$ cat config.mk
export PLATFORM = sky130hd
export DESIGN_NAME = sweep_peak_hold
export DESIGN_NICKNAME = d
export VERILOG_FILES = /design/src/rtl/sweep_peak_hold.sv
export SDC_FILE = /design/constraint.sdc
export NUM_CORES = 1
export LEC_CHECK = 0
export BUFFER_PORTS_ARGS = -buffer_cell sky130_fd_sc_hd__buf_2
export CAP_MARGIN = 20
export CORE_ASPECT_RATIO = 1.75
export CORE_UTILIZATION = 35
export CTS_BUF_LIST = sky130_fd_sc_hd__clkbuf_16
export CTS_CLUSTER_SIZE = 12
export DETAILED_ROUTE_END_ITERATION = 10
export PLACE_DENSITY_LB_ADDON = 0.05
export SLEW_MARGIN = 20
export SYNTH_ARGS = -nofsm -noshare
export SYNTH_HDL_FRONTEND = slang
export SYNTH_SLANG_ARGS = --single-unit
export TNS_END_PERCENT = 50
$ cat constraint.sdc
create_clock -name clk -period 2.82 [get_ports clk]
set_clock_uncertainty 0.1 [all_clocks]
set_input_delay 0.141 -clock clk [delete_from_list [all_inputs] [get_ports clk]]
set_output_delay 0.141 -clock clk [all_outputs]
set_load 0.02 [all_outputs]
$ cat src/rtl/sweep_peak_hold.sv
// Sweep sequencer with peak-hold: steps the servo through 0..POS_MAX and keeps
// the largest ADC sample and the position where it occurred, then parks there.
module sweep_peak_hold #(
    parameter int DATA_W        = 12,
    parameter int POS_W         = 8,
    parameter int POS_MAX       = 180,
    parameter int SETTLE_CYCLES = 1000
) (
    input  logic              clk,
    input  logic              rst_n,
    input  logic              start,
    input  logic [DATA_W-1:0] adc_data,
    input  logic              adc_valid,
    input  logic              gt,
    output logic [DATA_W-1:0] lv,
    output logic [POS_W-1:0]  pos,
    output logic [POS_W-1:0]  peak_pos,
    output logic              busy,
    output logic              done
);
    localparam int CW = $clog2(SETTLE_CYCLES + 1);
    localparam logic [CW-1:0]    RELOAD = CW'(SETTLE_CYCLES - 1);
    localparam logic [POS_W-1:0] LAST   = POS_W'(POS_MAX);

    typedef enum logic [1:0] {IDLE, SETTLE, SAMPLE, DONE} state_t;

    state_t            state, state_nx;
    logic [CW-1:0]     cnt, cnt_nx;
    logic [DATA_W-1:0] lv_nx;
    logic [POS_W-1:0]  pos_nx, peak_pos_nx;

    always_ff @(posedge clk or negedge rst_n) begin
        if (!rst_n) begin
            state    <= IDLE;
            cnt      <= '0;
            lv       <= '0;
            pos      <= '0;
            peak_pos <= '0;
        end else begin
            state    <= state_nx;
            cnt      <= cnt_nx;
            lv       <= lv_nx;
            pos      <= pos_nx;
            peak_pos <= peak_pos_nx;
        end
    end

    always_comb begin
        state_nx    = state;
        cnt_nx      = cnt;
        lv_nx       = lv;
        pos_nx      = pos;
        peak_pos_nx = peak_pos;
        case (state)
            IDLE: begin
                if (start) begin
                    lv_nx       = '0;
                    peak_pos_nx = '0;
                    pos_nx      = '0;
                    cnt_nx      = RELOAD;
                    state_nx    = SETTLE;
                end
            end
            SETTLE: begin
                if (cnt == '0) state_nx = SAMPLE;
                else           cnt_nx   = cnt - CW'(1);
            end
            SAMPLE: begin
                if (adc_valid) begin
                    if (gt) begin
                        lv_nx       = adc_data;
                        peak_pos_nx = pos;
                    end
                    if (pos != LAST) begin
                        pos_nx   = pos + POS_W'(1);
                        cnt_nx   = RELOAD;
                        state_nx = SETTLE;
                    end else begin
                        // Park on the peak; a load on this last sample makes pos itself the peak.
                        pos_nx   = gt ? pos : peak_pos;
                        state_nx = DONE;
                    end
                end
            end
            DONE:    state_nx = IDLE;
            default: state_nx = IDLE;
        endcase
    end

    assign busy = (state != IDLE);
    assign done = (state == DONE);

endmodule

==> results of run 1 <==
[report_power, final]
| part | switching (W) | internal (W) |
|---|---|---|
| Clock | 0.000232 | 0.000416 |
| Sequential | 0.000000940 | 0.000575 |
| Combinational | 0.0000227 | 0.0000211 |
| Total | 0.000256 | 0.00101 |
[cells in the mapped netlist (all sizes together), types with 2 or more instances]
| cell type | instances |
|---|---|
| or3 | 2 |
| a211o | 2 |
| mux2 | 3 |
| inv | 12 |
| o211ai | 2 |
| a31o | 2 |
| nand2 | 11 |
| nor4 | 3 |
| and3 | 5 |
| nand2b | 2 |
| o22ai | 4 |
| clkbuf | 4 |
| o21ai | 16 |
| nor2 | 13 |
| o41ai | 2 |
| a211oi | 2 |
| mux2i | 7 |
| o31ai | 5 |
| dfrtp | 40 |
| a22o | 19 |
| nor3 | 2 |
| buf | 6 |
| ha | 3 |
| a21oi | 5 |
| or2 | 4 |
| nand3 | 4 |
[final timing paths]
path                             start           to  slack [ps]
max                             cnt[0]       cnt[6]         600
min                        adc_data[7]        lv[7]         130
max reg2reg                     cnt[0]       cnt[6]         600
min reg2reg                     lv[10]       lv[10]         390
max in group asynchronous        rst_n       cnt[1]        1630
min in group asynchronous        rst_n  peak_pos[2]         420
[cell families after synthesis]
family          count (synthesis)  synth area share, %
buf+inv                        22                 4.68
compound gates                 68                 25.5
fa+ha+maj                       3                 1.82
simple gates                   53                 14.3
flops                          40                 48.6
mux                            10                 5.05
[metrics by stage]
step,worst slack [ps],util (%)
finish,601,46.9
global route,421,46.9
CTS,571,46.9
detailed placement,584,42.0
global placement,584,42.0
floorplan,844,-
[layout make-up]
| cell class | instances | area, um^2 |
|---|---|---|
| inverters | 12 | 45.0 |
| multi-input cells | 134 | 961 |
| well taps | 76 | 95.1 |
| clock inverters | 3 | 42.5 |
| clock buffers | 5 | 125 |
| fillers | 555 | 2990 |
| repair buffers | 61 | 370 |
| flip-flops and latches | 40 | 1000 |
[registers in the layout (all words and copies together) (netlist names)]
| register | flops |
|---|---|
| state | 2 |
| cnt | 10 |
| peak_pos | 8 |
| pos | 8 |
| lv | 12 |
[worst max-delay path: cells and delay by family (launching register included)]
kind / cells / cell delay, ps
simple gates: 2 / 770
compound gates: 2 / 560
flops: 1 / 370
fa+ha+maj: 1 / 200
buf+inv: 1 / 90
[timing repair]
item	4_1_cts	5_1_grt
hold buffers	11	0
resized for setup	0	0
endpoints found under the hold margin	50	0
[per-layer routing]
| layer | GRT usage, % | share of wire (%) |
|---|---|---|
| met4 | 8.23 | 2.1 |
| met5 | 0 | 0 |
| met1 | 21.5 | 41 |
| met2 | 35.6 | 54 |
| met3 | 2.74 | 2.0 |
==> results.toml, run 1 <==
[status]
status = "completed"

[routing]
antenna_left = 0
viasPerCell = 5.23
wl_um = 5260
vias = 1732
wl_per_cell_um = 15.9
drcViolationCount = 0
drtIter0Drc = 60
firstDrtPassIters = 6

[global_routing]
antenna_found_initial = 0
grt_pass1_wl_um = 8740
track_usage_pct = 19.4
grt_max_degree = 41
grt_overflow_total = 0
grt_pass1_vias = 1791

[die]
dieArea_um2 = 6200
die-width_um = 60.0
start_util_pct = 36.6
core_um2 = 5630
die_h_um = 103
rows = 36
io_pins = 47

[synthesis]
synth_seq_cells = 40
synth_area_per_cell_um2 = 10.5
ys_top_cells_by_area = "dfrtp_1, a22o_1, mux2i_1"
yosys_warnings = 0
synth_cell_types = 50
synth-main-ff-cell = "dfrtp_1"
yosys.area.top_type = "dfrtp_1"
ys_seq_area_share_pct = 48.6
syn_area_um2 = 2060
syn_nets = 216
synth_edf_count = 0
syn-instance-count = 196
synth_top_area_share_pct = 48.6
synthArstFlopShare_pct = 100

[clock_tree]
tritoncts = "done"
cts_root_buffer = "clkbuf_16"
cts_setup_buffers = 0
cts.sink_count = 40
cts_buffers = 5
worst_skew_pair.late_latency_ps = 280
clk_path_buf_depth = 2
clkTransAtPathRegs_ps = 60
htree_levels = 2

[power_and_ir_drop]
power.total_w = 0.00127
powerDensity_nw_per_um2 = 480
p_leak_nw = 1.26
vdd_drop_max_uv = 294

[setup_path]
critPathKind = "reg -> reg"
worstSetupStartpointType = "flop"
crit_chain = "inv_1, ha_1, or4b_4, nor4_4, o31a_1, o31ai_1"
endpoint_kind = "flop"
required_ps = 2870
crit_slowest_cell = "or4b_4"
arrival_ps = 2270
rr_worst_depth = 6
slowest_delay_ps = 530
path_max_fanout = 9

[sta]
fin_hold_ws_ps = 131
setup-violations-final = 0
setup_tns_ps = 0
period_needed_ps = 2220
relSlewSlack_pct = 40.2
fin_crit_sh_pct = 78.7
rsz0062_at_grt = "no"
maxSlewViolCount = 0
fmaxAchievable_ghz = 0.451
hold_viol = 0
worst_pin_slew_ps = 898

[job]
maxCapViolations = 0

[final_layout]
area_growth_syn_to_layout_pct = 28.3
nets = 274
fin_area_um2 = 2640
drive_gt1_share_pct = 27.8
final_cell_mix = "buf_2, dfrtp_1, a22o_1"
antennaDiodeCount = 0
fin_cells = 331
final_common_cell = "buf_2"

[placed_design]
postPlaceCellArea_um2 = 2360
gp_congestion = 0.794
place_inst = 312
numPortBuffers = 46
hpwl_um = 3660

[worst_hold_path]
whs_path_depth = 3
min_path_type = "in -> reg"
Power figures use the tool's default switching activity.
==> run 2, diff against run 1 <==
clock period = 1.9 ns   (was 2.82 ns; I/O delays follow)
==> run 2 against run 1 <==
Net effect:
- the flow now finishes with violations (setup timing)
- setup slack worse by 660 ps
- highest routed layer unchanged
- first-iteration DRC count decreased by 13%
- routed wire length is 9.3% higher
- register-to-register slack got worse by 660 ps
- via count rose by 9.2%
- final cell count grew 11%
- critical endpoint unchanged
- clock-buffer cell count unchanged
- design area increased by 12%
- non-clock buffer count grew 35
- combinational power rose by 63%
- utilization increased by 5.8 points
- total power up 50%
==> results.toml, run 2 (same netlist as run 1, synthesis figures left out) <==
[status]
status = "complete, but fails checks"
failed_checks = "setup timing"

[power_and_ir_drop]
p_sw_share_pct = 20.5
p_sw_w = 0.000390
p_seq_share_pct = 44.8
vdd_drop_max_uv = 672
combPwrFrac_pct = 3.8
clkPwrFrac_pct = 51.4
p_int_w = 0.00151
powerDensity_nw_per_um2 = 641
p_leak_nw = 1.47

[final_layout]
antennaDiodeCount = 0
final_cell_mix = "buf_2, dfrtp_1, buf_4"
reg_top3 = "lv (12), cnt (10)"
fin_area_um2 = 2970
nets = 309
fin_cells = 366
drive_gt1_share_pct = 40.3
area_growth_syn_to_layout_pct = 44.3
largest_reg_flops = 12
largest-register = "lv"
final_common_cell = "buf_2"

[job]
maxCapViolations = 0

[sta]
maxSlewViolCount = 0
setup_ws_ps = -56.1
period_needed_ps = 1960
setup_tns_ps = -348
fmaxAchievable_ghz = 0.511
hold_viol = 0
worst_pin_slew_ps = 520
rsz0062_at_grt = "yes"
setup-violations-final = 10
relSlewSlack_pct = 65.3
fin_hold_ws_ps = 64.5
fin_crit_sh_pct = 103

[routing]
vias = 1892
drcViolationCount = 0
viasPerCell = 5.17
drtIter0Drc = 52
wl_per_cell_um = 15.7
wl_um = 5750
firstDrtPassIters = 4
antenna_left = 0

[die]
core_um2 = 5630
io_pins = 47
dieArea_um2 = 6200
die_h_um = 103
start_util_pct = 36.6
rows = 36
die-width_um = 60.0

[setup_path]
endpoint_kind = "flop"
required_ps = 1960
path_delay_family = "simple AND/OR/NAND/NOR gates"
critPathKind = "reg -> reg"
critPathBufInv = 2
rr_worst_depth = 7
arrival_ps = 2020
worstSetupStartpointType = "flop"
timing.rr.start = "cnt[0]"
path_max_fanout = 5
slowest_delay_ps = 510
crit_chain = "inv_2, ha_4, or4b_4, or2_4, buf_4, o21ai_0, o31ai_1"
r2r_slack_ps = -60
worstReg2RegEnd = "cnt[6]"
crit_slowest_cell = "or4b_4"

[clock_tree]
worst_skew_pair.late_latency_ps = 290
cts.sink_count = 40
cts_root_buffer = "clkbuf_16"
tritoncts = "done"
clkTransAtPathRegs_ps = 60
cts_buffers = 5
htree_levels = 2
clk_path_buf_depth = 2

[placed_design]
gp_congestion = 0.854
postPlaceCellArea_um2 = 2650
numPortBuffers = 46
hpwl_um = 4430
place_inst = 346

[worst_hold_path]
min_path_type = "in -> reg"
hold_end = "cnt[8]"
min-delay-start = "start"
whs_path_depth = 3

[global_routing]
grt_max_degree = 21
grt_pass1_vias = 1890
grt_overflow_total = 0
grt_pass1_wl_um = 9240
track_usage_pct = 20.5
antenna_found_initial = 0
==> run 2: cell types whose count changed in the layout (fill, tap and decap cells not counted), sizes merged <==
cell / change
buf: +35
==> run 2: tightest hold or removal path: cells and delay by family <==
family / cells / cell delay [ps]
compound gates: 2 / 210
buf+inv: 1 / 100
==> run 2: power by group through the flow <==
stage                     clock, W  combinational [W]  sequential (W)
after floorplan                  0         0.00000970        0.000871
after global placement           0          0.0000558        0.000869
after detailed placement         0          0.0000562        0.000869
after CTS                  0.00101          0.0000740        0.000853
after global routing       0.00103          0.0000804        0.000853
final                     0.000978          0.0000715        0.000853
==> run 2: per-layer routing <==
| metal | vias to the layer above | routed length (um) | track usage [%] |
|---|---|---|---|
| li1 | 919 | - | - |
| met1 | 924 | 2260 | 21.9 |
| met2 | 36 | 3220 | 38.2 |
| met3 | 13 | 112 | 2.74 |
| met4 | 0 | 165 | 9.84 |
| met5 | - | 0 | 0 |
==> run 2: worst max-delay path by stage <==
stage / cells after the start / slack [ps] / end / start
after floorplan: 6 / -20 / cnt[8] / cnt[0]
after global placement: 6 / -70 / cnt[8] / cnt[0]
after detailed placement: 6 / -100 / cnt[8] / cnt[0]
after CTS: 6 / -40 / cnt[6] / cnt[8]
after global routing: 6 / -160 / cnt[6] / cnt[8]
final: 7 / -60 / cnt[6] / cnt[0]
==> run 2: what timing repair did <==
action	CTS	global route
setup buffers	1	0
pin swaps	4	3
gates resized for setup	5	3
setup endpoints to repair	15	30
endpoints found under the hold margin	28	0
hold buffers	11	0
==> run 2: metrics by stage <==
step	total power (W)	util, %	setup WS [ps]
floorplan	0.000881	-	-24.1
global placement	0.000925	47.0	-71.5
detailed placement	0.000925	47.0	-96.2
CTS	0.00193	52.4	-43.1
global route	0.00196	52.7	-156
finish	0.00190	52.7	-56.1
==> run 2: cell type report <==
cell class / count / area, um^2
Multi-Input combinational cell: 134 / 1000
Fill cell: 550 / 2660
Clock buffer: 5 / 125
Sequential cell: 40 / 1000
Inverter: 12 / 45.0
Timing Repair Buffer: 96 / 649
Tap cell: 76 / 95.1
Clock inverter: 3 / 47.5
